`src/rtl/rf_wr_arbiter.sv`:
```
// Register-file write-port arbiter: two one-entry writeback buffers (A = ALU, B = load)
// share one write port with fixed priority, B starvation override and same-register age order.
module rf_wr_arbiter #(
    parameter int DATA_W     = 16,
    parameter int SEL_W      = 3,
    parameter int STARVE_MAX = 3
) (
    input  logic              clk,
    input  logic              rst_n,
    input  logic              req_a_valid,
    input  logic [SEL_W-1:0]  req_a_reg,
    input  logic [DATA_W-1:0] req_a_data,
    output logic              req_a_ready,
    input  logic              req_b_valid,
    input  logic [SEL_W-1:0]  req_b_reg,
    input  logic [DATA_W-1:0] req_b_data,
    output logic              req_b_ready,
    input  logic [SEL_W-1:0]  read1_reg_sel,
    input  logic [SEL_W-1:0]  read2_reg_sel,
    output logic              pend1_hit,
    output logic              pend2_hit,
    output logic [DATA_W-1:0] pend1_data,
    output logic [DATA_W-1:0] pend2_data,
    output logic              rf_write,
    output logic [SEL_W-1:0]  rf_write_reg_sel,
    output logic [DATA_W-1:0] rf_write_data,
    output logic              busy
);

    localparam int STARVE_W = (STARVE_MAX < 2) ? 1 : $clog2(STARVE_MAX + 1);

    logic                a_full_r, b_full_r;
    logic [SEL_W-1:0]    a_reg_r, b_reg_r;
    logic [DATA_W-1:0]   a_data_r, b_data_r;
    logic                older_r;            // 1: bufB holds the older write
    logic [STARVE_W-1:0] starve_r;

    logic grant_a_s, grant_b_s, load_a_s, load_b_s;
    logic [DATA_W:0] fwd1_s, fwd2_s;

    // When both buffers hold the same register the younger one reflects program order.
    function automatic logic [DATA_W:0] fwd_pick(
        input logic [SEL_W-1:0]  sel,
        input logic              a_full,
        input logic [SEL_W-1:0]  a_reg,
        input logic [DATA_W-1:0] a_data,
        input logic              b_full,
        input logic [SEL_W-1:0]  b_reg,
        input logic [DATA_W-1:0] b_data,
        input logic              b_older
    );
        logic hit_a, hit_b;
        hit_a = a_full && (a_reg == sel);
        hit_b = b_full && (b_reg == sel);
        if (hit_a && hit_b) begin
            fwd_pick = b_older ? {1'b1, a_data} : {1'b1, b_data};
        end else if (hit_a) begin
            fwd_pick = {1'b1, a_data};
        end else if (hit_b) begin
            fwd_pick = {1'b1, b_data};
        end else begin
            fwd_pick = {1'b0, {DATA_W{1'b0}}};
        end
    endfunction

    // Grant selection: age order on a shared register beats the starvation override.
    always_comb begin
        grant_a_s = 1'b0;
        grant_b_s = 1'b0;
        if (a_full_r && b_full_r) begin
            if (a_reg_r == b_reg_r) begin
                grant_b_s = older_r;
                grant_a_s = !older_r;
            end else if (starve_r == STARVE_W'(STARVE_MAX)) begin
                grant_b_s = 1'b1;
            end else begin
                grant_a_s = 1'b1;
            end
        end else if (a_full_r) begin
            grant_a_s = 1'b1;
        end else if (b_full_r) begin
            grant_b_s = 1'b1;
        end else begin
            grant_a_s = 1'b0;
        end
    end

    assign req_a_ready = !a_full_r || grant_a_s;
    assign req_b_ready = !b_full_r || grant_b_s;
    assign load_a_s    = req_a_valid && req_a_ready;
    assign load_b_s    = req_b_valid && req_b_ready;
    assign busy        = a_full_r || b_full_r;

    // Write port driven straight from the granted buffer; zeros when idle.
    always_comb begin
        rf_write         = grant_a_s || grant_b_s;
        rf_write_reg_sel = {SEL_W{1'b0}};
        rf_write_data    = {DATA_W{1'b0}};
        if (grant_a_s) begin
            rf_write_reg_sel = a_reg_r;
            rf_write_data    = a_data_r;
        end else if (grant_b_s) begin
            rf_write_reg_sel = b_reg_r;
            rf_write_data    = b_data_r;
        end else begin
            rf_write_reg_sel = {SEL_W{1'b0}};
        end
    end

    assign fwd1_s     = fwd_pick(read1_reg_sel, a_full_r, a_reg_r, a_data_r,
                                 b_full_r, b_reg_r, b_data_r, older_r);
    assign fwd2_s     = fwd_pick(read2_reg_sel, a_full_r, a_reg_r, a_data_r,
                                 b_full_r, b_reg_r, b_data_r, older_r);
    assign pend1_hit  = fwd1_s[DATA_W];
    assign pend1_data = fwd1_s[DATA_W-1:0];
    assign pend2_hit  = fwd2_s[DATA_W];
    assign pend2_data = fwd2_s[DATA_W-1:0];

    // Buffer, age and starvation state; a reload at the drain edge keeps the buffer full.
    always_ff @(posedge clk or negedge rst_n) begin
        if (!rst_n) begin
            a_full_r <= 1'b0;
            a_reg_r  <= {SEL_W{1'b0}};
            a_data_r <= {DATA_W{1'b0}};
            b_full_r <= 1'b0;
            b_reg_r  <= {SEL_W{1'b0}};
            b_data_r <= {DATA_W{1'b0}};
            older_r  <= 1'b0;
            starve_r <= {STARVE_W{1'b0}};
        end else begin
            if (load_a_s) begin
                a_full_r <= 1'b1;
                a_reg_r  <= req_a_reg;
                a_data_r <= req_a_data;
            end else if (grant_a_s) begin
                a_full_r <= 1'b0;
            end
            if (load_b_s) begin
                b_full_r <= 1'b1;
                b_reg_r  <= req_b_reg;
                b_data_r <= req_b_data;
            end else if (grant_b_s) begin
                b_full_r <= 1'b0;
            end
            if (load_a_s && load_b_s) begin
                older_r <= 1'b0;
            end else if (load_a_s) begin
                older_r <= 1'b1;
            end else if (load_b_s) begin
                older_r <= 1'b0;
            end
            if (b_full_r && !grant_b_s) begin
                if (starve_r != STARVE_W'(STARVE_MAX)) begin
                    starve_r <= starve_r + STARVE_W'(1);
                end
            end else begin
                starve_r <= {STARVE_W{1'b0}};
            end
        end
    end

endmodule

```
`config.mk`:
```
export PLATFORM = sky130hd
export DESIGN_NAME = rf_wr_arbiter
export DESIGN_NICKNAME = d
export VERILOG_FILES = /design/src/rtl/rf_wr_arbiter.sv
export SDC_FILE = /design/constraint.sdc
export NUM_CORES = 1
export LEC_CHECK = 0
export BUFFER_PORTS_ARGS = -buffer_cell sky130_fd_sc_hd__buf_2
export CELL_PAD_IN_SITES_DETAIL_PLACEMENT = 0
export CELL_PAD_IN_SITES_GLOBAL_PLACEMENT = 1
export CORE_UTILIZATION = 40
export CTS_CLUSTER_SIZE = 10
export DETAILED_ROUTE_END_ITERATION = 16
export PLACE_DENSITY_LB_ADDON = 0.12
export SETUP_SLACK_MARGIN = 0.3
export SLEW_MARGIN = 20
export SYNTH_ARGS = -nofsm -noshare
export SYNTH_HDL_FRONTEND = slang
export SYNTH_SLANG_ARGS = --single-unit
export TNS_END_PERCENT = 10
```
`constraint.sdc`:
```
create_clock -name clk -period 3.1 [get_ports clk]
set_input_delay 0.465 -clock clk [delete_from_list [all_inputs] [get_ports clk]]
set_output_delay 0.465 -clock clk [all_outputs]
set_load 0.02 [all_outputs]
```
After elaboration in Yosys (flattened, before gate mapping)
Cells that the tools add are included.
Operators by class
  add/sub/neg operators: 1
  muxes and demuxes: 29
  eq/ne operators: 8
  reductions and logical operators: 22
Operators with widths (number)
  17-bit 2-to-1 mux: 6
  16-bit 2-to-1 mux: 3
  1-bit 2-to-1 mux: 16
  3-bit == test: 5
  1-bit logical AND: 11
  3-bit 2-to-1 mux: 2
  1-bit zero test: 4
  1-bit logical OR: 4
  2-bit 2-to-1 mux: 2
  2-bit nonzero test: 2
  3-bit nonzero test: 1
  2-bit by 1-bit adder with 2-bit output (second input constant): 1
  2-bit == test (second input constant): 1
  2-bit by 1-bit != test with 1-bit output (second input constant): 1
  2-bit != test (second input constant): 1
Storage, ports and cells
  input port bits: 48
  output and inout bits: 57
  flip-flop bits (word level): 43
  logic and storage cells: 68

Longest topological paths before layout
Gate-level depths: netlist (run 1).
  depth in word-level cells: 9
  gate-level depth with buffers: 6
  mapped depth without buffers: 5

Worst setup path after synthesis (run 1)
OpenSTA, ideal clock, no wires.
  path type: flip-flop to output port
  start point: reg a_reg_r[0]
  end point: out rf_write_data[0]
  buffers on the path: 2
  data arrival time: 1.802 ns
  data required time: 2.635 ns
  stages on the path, launching flop included: 7
  setup slack: 0.833 ns
  path through: dfrtp_1 buf_6 xnor2_1 nand4_2 a31oi_2 buf_4 a22o_1
Between the ends
  longest elaborated chain between the ends: 5
  elaborated cells between the ends (all ways): 7
  those cells by class: 1 x eq/ne; 6 x mux
Ends and longest elaborated chain
  start: declaration: line 33  | logic [SEL_W-1:0] a_reg_r, b_reg_r;
  start signal: assignment: line 123  | a_reg_r <= {SEL_W{1'b0}};
  start signal: assignment: line 133  | a_reg_r <= req_a_reg;
  3-bit == test *: line 71  | if (a_reg_r == b_reg_r) begin
  1-bit 2-to-1 mux: line 71
  1-bit 2-to-1 mux: line 70  | if (a_full_r && b_full_r) begin
  16-bit 2-to-1 mux: line 102  | end else if (grant_b_s) begin
  16-bit 2-to-1 mux *: line 99  | if (grant_a_s) begin
  end: declaration: line 26  | output logic [DATA_W-1:0] rf_write_data,
Mark *: on every way between the ends. The rest lies on a longest branch, timed or not.

Worst setup path in the final report (run 1)
  start point: reg b_reg_r[2]
  end point: out pend1_data[5]
Between the ends
  longest elaborated chain between the ends: 5
  elaborated cells between the ends (all ways): 6
  those cells by class: 1 x eq/ne; 3 x mux; 2 x reduce/logical
Ends and longest elaborated chain
  start: declaration: line 33
  start signal: assignment: line 126  | b_reg_r <= {SEL_W{1'b0}};
  start signal: assignment: line 140  | b_reg_r <= req_b_reg;
  3-bit == test *: line 54  | hit_b = b_full && (b_reg == sel);
  1-bit logical AND *: line 54
  17-bit 2-to-1 mux: line 59  | end else if (hit_b) begin
  17-bit 2-to-1 mux: line 57  | end else if (hit_a) begin
  17-bit 2-to-1 mux *: line 55  | if (hit_a && hit_b) begin
  end: declaration: line 22  | output logic [DATA_W-1:0] pend1_data,
Marked as above.

==> results of run 1 <==
==> synth_stat cells <==
| cell | instances |
|---|---|
| buf_2 | 6 |
| a31o_2 | 1 |
| xor2_1 | 3 |
| dfrtp_1 | 43 |
| a31oi_2 | 1 |
| a22o_1 | 51 |
| mux2i_1 | 1 |
| a2bb2oi_1 | 1 |
| mux2_4 | 10 |
| nand4_1 | 5 |
| nor2_1 | 2 |
| o21a_1 | 2 |
| nor4_1 | 2 |
| nand2_1 | 6 |
| a41oi_4 | 1 |
| nor3_1 | 1 |
| inv_1 | 3 |
| xor2_2 | 1 |
| a21oi_1 | 4 |
| mux2_2 | 28 |
| o21ai_0 | 2 |
| or2_2 | 2 |
| buf_6 | 2 |
| xnor2_1 | 15 |
| nand4_2 | 1 |
| nand3_1 | 3 |
| buf_4 | 5 |
| clkbuf_1 | 3 |
| o31ai_4 | 1 |
| buf_12 | 1 |
| and4_1 | 2 |
| nor3_2 | 1 |
| ha_1 | 1 |
==> layout make-up <==
| type | count | area, µm² |
|---|---|---|
| repair buffers | 114 | 595.6 |
| fillers | 573 | 2853 |
| well taps | 75 | 93.84 |
| flip-flops and latches | 43 | 1076 |
| clock buffers | 7 | 76.32 |
| clock inverters | 1 | 5.005 |
| multi-input cells | 148 | 1385 |
| inverters | 3 | 11.26 |
==> cells by family (layout without fill, tap and decap cells) <==
kind of cell,after synthesis,count (layout),share of synthesized area
compound gates,64,64,0.2205
xor+xnor,19,19,0.06722
fa+ha+maj,1,1,0.004835
buf+inv,20,125,0.05126
flops,43,43,0.4159
mux,39,39,0.1838
simple gates,25,25,0.05657
==> routing by layer <==
| metal | track usage | vias up | wire, µm |
|---|---|---|---|
| met5 | 0 | - | 0 |
| met4 | 0.07193 | 0 | 88 |
| met3 | 0.04835 | 7 | 477 |
| met2 | 0.3388 | 77 | 3155 |
| met1 | 0.2887 | 1049 | 3227 |
| li1 | - | 1014 | - |
==> flip-flops by register name, indices dropped and copies added, names as in the netlist <==
signal,count
a_data_r,16
a_full_r,1
a_reg_r,3
b_data_r,16
b_full_r,1
b_reg_r,3
older_r,1
starve_r,2
==> critical path: stages (launching register included) <==
cell and delay [ps]:
dfrtp_1 490, xnor2_1 240, and4_1 230, o21a_1 600
a22o_1 230, buf_2 160
==> cell usage in the layout, fill, tap and decap left out, types with 2 or more instances in the layout <==
| master | count |
|---|---|
| a21oi_1 | 4 |
| a22o_1 | 51 |
| and4_1 | 2 |
| buf_2 | 104 |
| buf_4 | 10 |
| clkbuf_1 | 2 |
| clkbuf_8 | 5 |
| dfrtp_1 | 43 |
| inv_1 | 3 |
| mux2_2 | 28 |
| mux2_4 | 10 |
| nand2_1 | 6 |
| nand3_1 | 3 |
| nand4_1 | 5 |
| nor2_1 | 2 |
| nor3_2 | 2 |
| nor4_1 | 2 |
| o21ai_0 | 2 |
| or2_2 | 2 |
| xnor2_1 | 15 |
| xor2_1 | 3 |
==> power groups by stage <==
stage               sequential (mW)  combinational (mW)  clock (mW)
CTS                           0.802               0.872       0.361
floorplan                     0.745               0.678           0
detailed placement            0.813               0.868           0
global placement              0.810               0.867           0
global route                  0.825               0.934       0.384
finish                        0.803               0.866       0.352
==> worst min-delay path by stage <==
stage / depth (start not counted) / slack, ps / to
final: 1 / 310 / b_data_r[12]
after global routing: 2 / 360 / older_r
after CTS: 2 / 350 / older_r
after detailed placement: 2 / 520 / starve_r[1]
after global placement: 2 / 510 / starve_r[1]
after floorplan: 0 / 170 / a_data_r[0]
==> flow_summary_export.csv, run 1 <==
group,metric,value,unit
critical_path,reg2reg_to,"b_data_r[12]",
critical_path,worst-setup-path-type,"reg2out",
critical_path,start_kind,"flop",
die,io_pins,105,
sta,slew_headroom,0.3602,
die,rows,28,
layout,finalNonFillerCells,391,
sta,hold_slack,314.2,ps
global_route,grt_max_degree,44,
critical_path,reg2reg_slack,640,ps
die,die_w,82.43,µm
cts,insertion_delay,290,ps
sta,fin_setup_tns,0,ps
routing,dr.first_iter.drc_count,95,
cts,h-tree-depth,2,
routing,routedWlPerCell,17.77,µm
sta,final.period_utilization,0.8777,
routing,wirelength,6.948,mm
place,postPlaceCellArea,0.003161,mm²
routing,vias_per_cell,5.491,
critical_path,path_max_fanout,16,
cts,cts_setup_buffers,0,
place,io_buffers,104,
critical_path,ff2ff_path_depth,5,
power,power_density,623.0,mW/mm²
global_route,first_global_vias,2128,
power,p_sw,0.8063,mW
die,start_util,0.4245,
layout,final_util,0.5320,
critical_path,cp.arrival,2260,ps
place,place_congestion,0.7619,
outcome,outcome,"completed",
routing,drc_errors,0,
cts,clockBufferDepth,2,
logic_synthesis,synth_top_area_share,0.4159,
sta,setup_ws,379.2,ps
critical_path,worst-endpoint-required,2630,ps
power,vdd_drop_max,0.0003059,V
die,core,0.006096,mm²
cts,hold_buffers,0,
cts,cts_root_buf,"clkbuf_8",
place,post-place-cells,383,
layout,n_antenna_cell,0,
logic_synthesis,seq_area_frac_synth,0.4159,
cts,clkTransAtPathRegs,90,ps
routing,firstDrtPassIters,4,
die,die-area,0.006795,mm²
global_route,grt_pass1_wl,10.68,mm
logic_synthesis,ys_warn_count,0,
sta,period_minus_slack,2721,ps
die,die_y,82.43,µm
logic_synthesis,syn-cell-area,0.002587,mm²
sta,fmax,367.5,MHz
routing,num_vias,2147,
logic_synthesis,synth_seq_cells,43,
power,totalPowerFinal,2.021,mW
power,switching_share,0.3990,
layout,syn_to_final_growth,25.34,%
min_path,min_path_type,"in2async",
critical_path,cp-end-kind,"output pin",
sta,fin_skew,7.057,ps
logic_synthesis,ys_types,33,
sta,rsz0062_at_grt,"yes",
layout,fin_nets,364,
global_route,antenna_found_initial,0,
logic_synthesis,netlist_instances,211,
global_route,grt_use_total,0.2144,
critical_path,cp-startpoint,"b_reg_r[2]",
cts,cts_tree,"built",
cts,cts-resized-gates,0,
global_route,grt_overflow,0,
layout,drive_gt1_frac,0.5348,
cts,cts_buffers,5,
power,p_seq_frac,0.397,
critical_path,r2r-start,"a_reg_r[0]",
power,p_leak,1.610,nW
sta,setup_viol,0,
logic_synthesis,syn_nets,260,
flow_run,maxCapViolCount,0,
logic_synthesis,synth.area.top_cells,"dfrtp_1 (42%), a22o_1 (17%), mux2_2 (12%)",
critical_path,endpoint,"pend1_data[5]",
cts,cts_sinks,43,
sta,final_hold_viol_count,0,
power,comb_power_share,0.429,
power,intPower,1.214,mW
sta,worst_slew_pin_slew,959.7,ps
routing,final_antenna_net_count,0,
layout,final_area,0.003243,mm²
logic_synthesis,avgSynthCellArea,12.26,µm²
power,pwr-share-clk,0.174,
logic_synthesis,yosys.area.top_type,"dfrtp_1",
place,hpwl,4.937,mm
place,place_worst_setup_slack,639.4,ps
sta,drv_slew,0,
No activity file was read; power rests on OpenSTA's default activity.
==> run 2, diff against run 1 <==
--- a/config.mk
+++ b/config.mk
@@ -12,9 +12,9 @@
 export CTS_CLUSTER_SIZE = 10
 export DETAILED_ROUTE_END_ITERATION = 16
 export PLACE_DENSITY_LB_ADDON = 0.12
+export REMOVE_ABC_BUFFERS = 1
 export SETUP_SLACK_MARGIN = 0.3
 export SLEW_MARGIN = 20
 export SYNTH_ARGS = -nofsm -noshare
 export SYNTH_HDL_FRONTEND = slang
 export SYNTH_SLANG_ARGS = --single-unit
-export TNS_END_PERCENT = 10
==> constraint.sdc (replaced) <==
create_clock -name clk -period 3.1 [get_ports clk]
set_input_delay 0.31 -clock clk [delete_from_list [all_inputs] [get_ports clk]]
set_output_delay 0.31 -clock clk [all_outputs]
set_load 0.02 [all_outputs]
==> flow_summary_export.csv, run 2 (same netlist as run 1, synthesis figures left out) <==
group,metric,value,unit
outcome,outcome,"completed",
critical_path,worst-endpoint-required,2790,ps
routing,routedWlPerCell,17.85,µm
place,hpwl,4.946,mm
routing,dr.first_iter.drc_count,95,
critical_path,start_kind,"flop",
layout,nFillCells,577,
layout,fin_nets,364,
die,die_y,82.43,µm
place,post-place-cells,382,
critical_path,crit_chain,"xnor2_1 > and4_1 > o21a_1 > a22o_1 > buf_2",
sta,final.period_utilization,0.8405,
layout,largestRegisters,"a_data_r: 16 flops, b_data_r: 16 flops",
critical_path,slowest_delay,600,ps
sta,setup_viol,0,
layout,drive_gt1_frac,0.5348,
cts,cts_tree,"built",
die,die-area,0.006795,mm²
global_route,grt_use_total,0.2085,
global_route,antenna_found_initial,0,
place,place_worst_setup_slack,392.9,ps
cts,cts_buffers,5,
sta,drv_slew,0,
layout,n_antenna_cell,0,
routing,num_vias,2157,
sta,rsz0062_at_grt,"no",
sta,setup_ws,494.3,ps
cts,cts_root_buf,"clkbuf_8",
place,postPlaceCellArea,0.003153,mm²
cts,h-tree-depth,2,
sta,fmax,383.8,MHz
routing,final_antenna_net_count,0,
global_route,grt_pass1_wl,10.46,mm
routing,firstDrtPassIters,4,
die,start_util,0.4245,
cts,clkTransAtPathRegs,90,ps
power,p_leak,1.637,nW
die,rows,28,
die,io_pins,105,
sta,fin_skew,10.16,ps
routing,drc_errors,0,
place,io_buffers,104,
cts,cts_sinks,43,
routing,wirelength,6.979,mm
critical_path,worst-setup-path-type,"reg2out",
sta,slew_headroom,0.3551,
cts,clockBufferDepth,2,
power,vdd_drop_max,0.0003150,V
min_path,min_path_type,"in2async",
power,power_density,664.3,mW/mm²
layout,multi_input_area,0.001393,mm²
die,core,0.006096,mm²
layout,seq_area,0.001076,mm²
critical_path,cp-end-kind,"output pin",
layout,final_area,0.003314,mm²
cts,insertion_delay,290,ps
routing,vias_per_cell,5.517,
sta,fin_setup_tns,0,ps
critical_path,cp.arrival,2300,ps
sta,final_hold_viol_count,0,
critical_path,path_max_fanout,16,
sta,hold_slack,163.2,ps
layout,layout_common_cells,"buf_2 (104), a22o_1 (51), dfrtp_1 (43)",
global_route,grt_max_degree,44,
layout,final_common_cell,"buf_2",
flow_run,maxCapViolCount,0,
power,totalPowerFinal,2.202,mW
global_route,first_global_vias,2114,
layout,final_util,0.5437,
layout,finalNonFillerCells,391,
sta,period_minus_slack,2606,ps
layout,syn_to_final_growth,28.09,%
sta,worst_slew_pin_slew,967.3,ps
global_route,grt_overflow,0,
place,place_congestion,0.8081,
die,die_w,82.43,µm
critical_path,crit_path_top_delay_cell,"o21a_1",
[run 2: area by class of cell]
| type | instances | area share |
|---|---|---|
| Inverter | 3 | 0.003398 |
| Clock buffer | 6 | 0.02190 |
| Multi-Input combinational cell | 148 | 0.4202 |
| Sequential cell | 43 | 0.3247 |
| Clock inverter | 2 | 0.01812 |
| Timing Repair Buffer | 114 | 0.1835 |
| Tap cell | 75 | 0.02831 |
[run 2: routing by layer]
metal  vias to the layer above  part of all wire  wire length [µm]  global-route usage
met4                         0            0.0044                31             0.04912
met2                        69              0.47              3281              0.3322
li1                       1015                 -                 -                   -
met5                         -                 0                 0                   0
met3                         5             0.062               431             0.04835
met1                      1068              0.46              3234              0.2859
[run 2: path summary, 6_finish.rpt]
| check | slack [ps] | cells past startpoint | endpoint | from |
|---|---|---|---|---|
| max in group asynchronous | 2330 | 1 | a_data_r[12] | rst_n |
| worst max register to register | 690 | 5 | b_data_r[12] | a_reg_r[0] |
| worst min register to register | 560 | 2 | starve_r[0] | starve_r[0] |
| worst max-delay path | 490 | 5 | pend1_data[0] | b_reg_r[0] |
| min in group clk | 210 | 2 | older_r | req_b_valid |
| worst min-delay path | 160 | 1 | a_full_r | rst_n |
[run 2: power breakdown]
group / switching, mW / leakage, nW / internal [mW]
logic: 0.482 / 1.07 / 0.400
clock network: 0.198 / 0.0654 / 0.322
registers: 0.138 / 0.504 / 0.663
total: 0.818 / 1.64 / 1.38
[run 2: critical path: cells and delay by family (launching register included)]
family	cells	cell delay [ps]
xor gates and xnor gates	1	230
buffers and inverters	1	170
AOI/OAI and AO/OA	2	850
and+or+nand+nor	1	230
DFF	1	500
[run 2: what timing repair did]
action | CTS | global route
gates resized for setup | 1 | 0
setup buffers | 0 | 1
setup endpoints to repair | 19 | 19
hold buffers | 0 | 0
pin swaps | 0 | 1
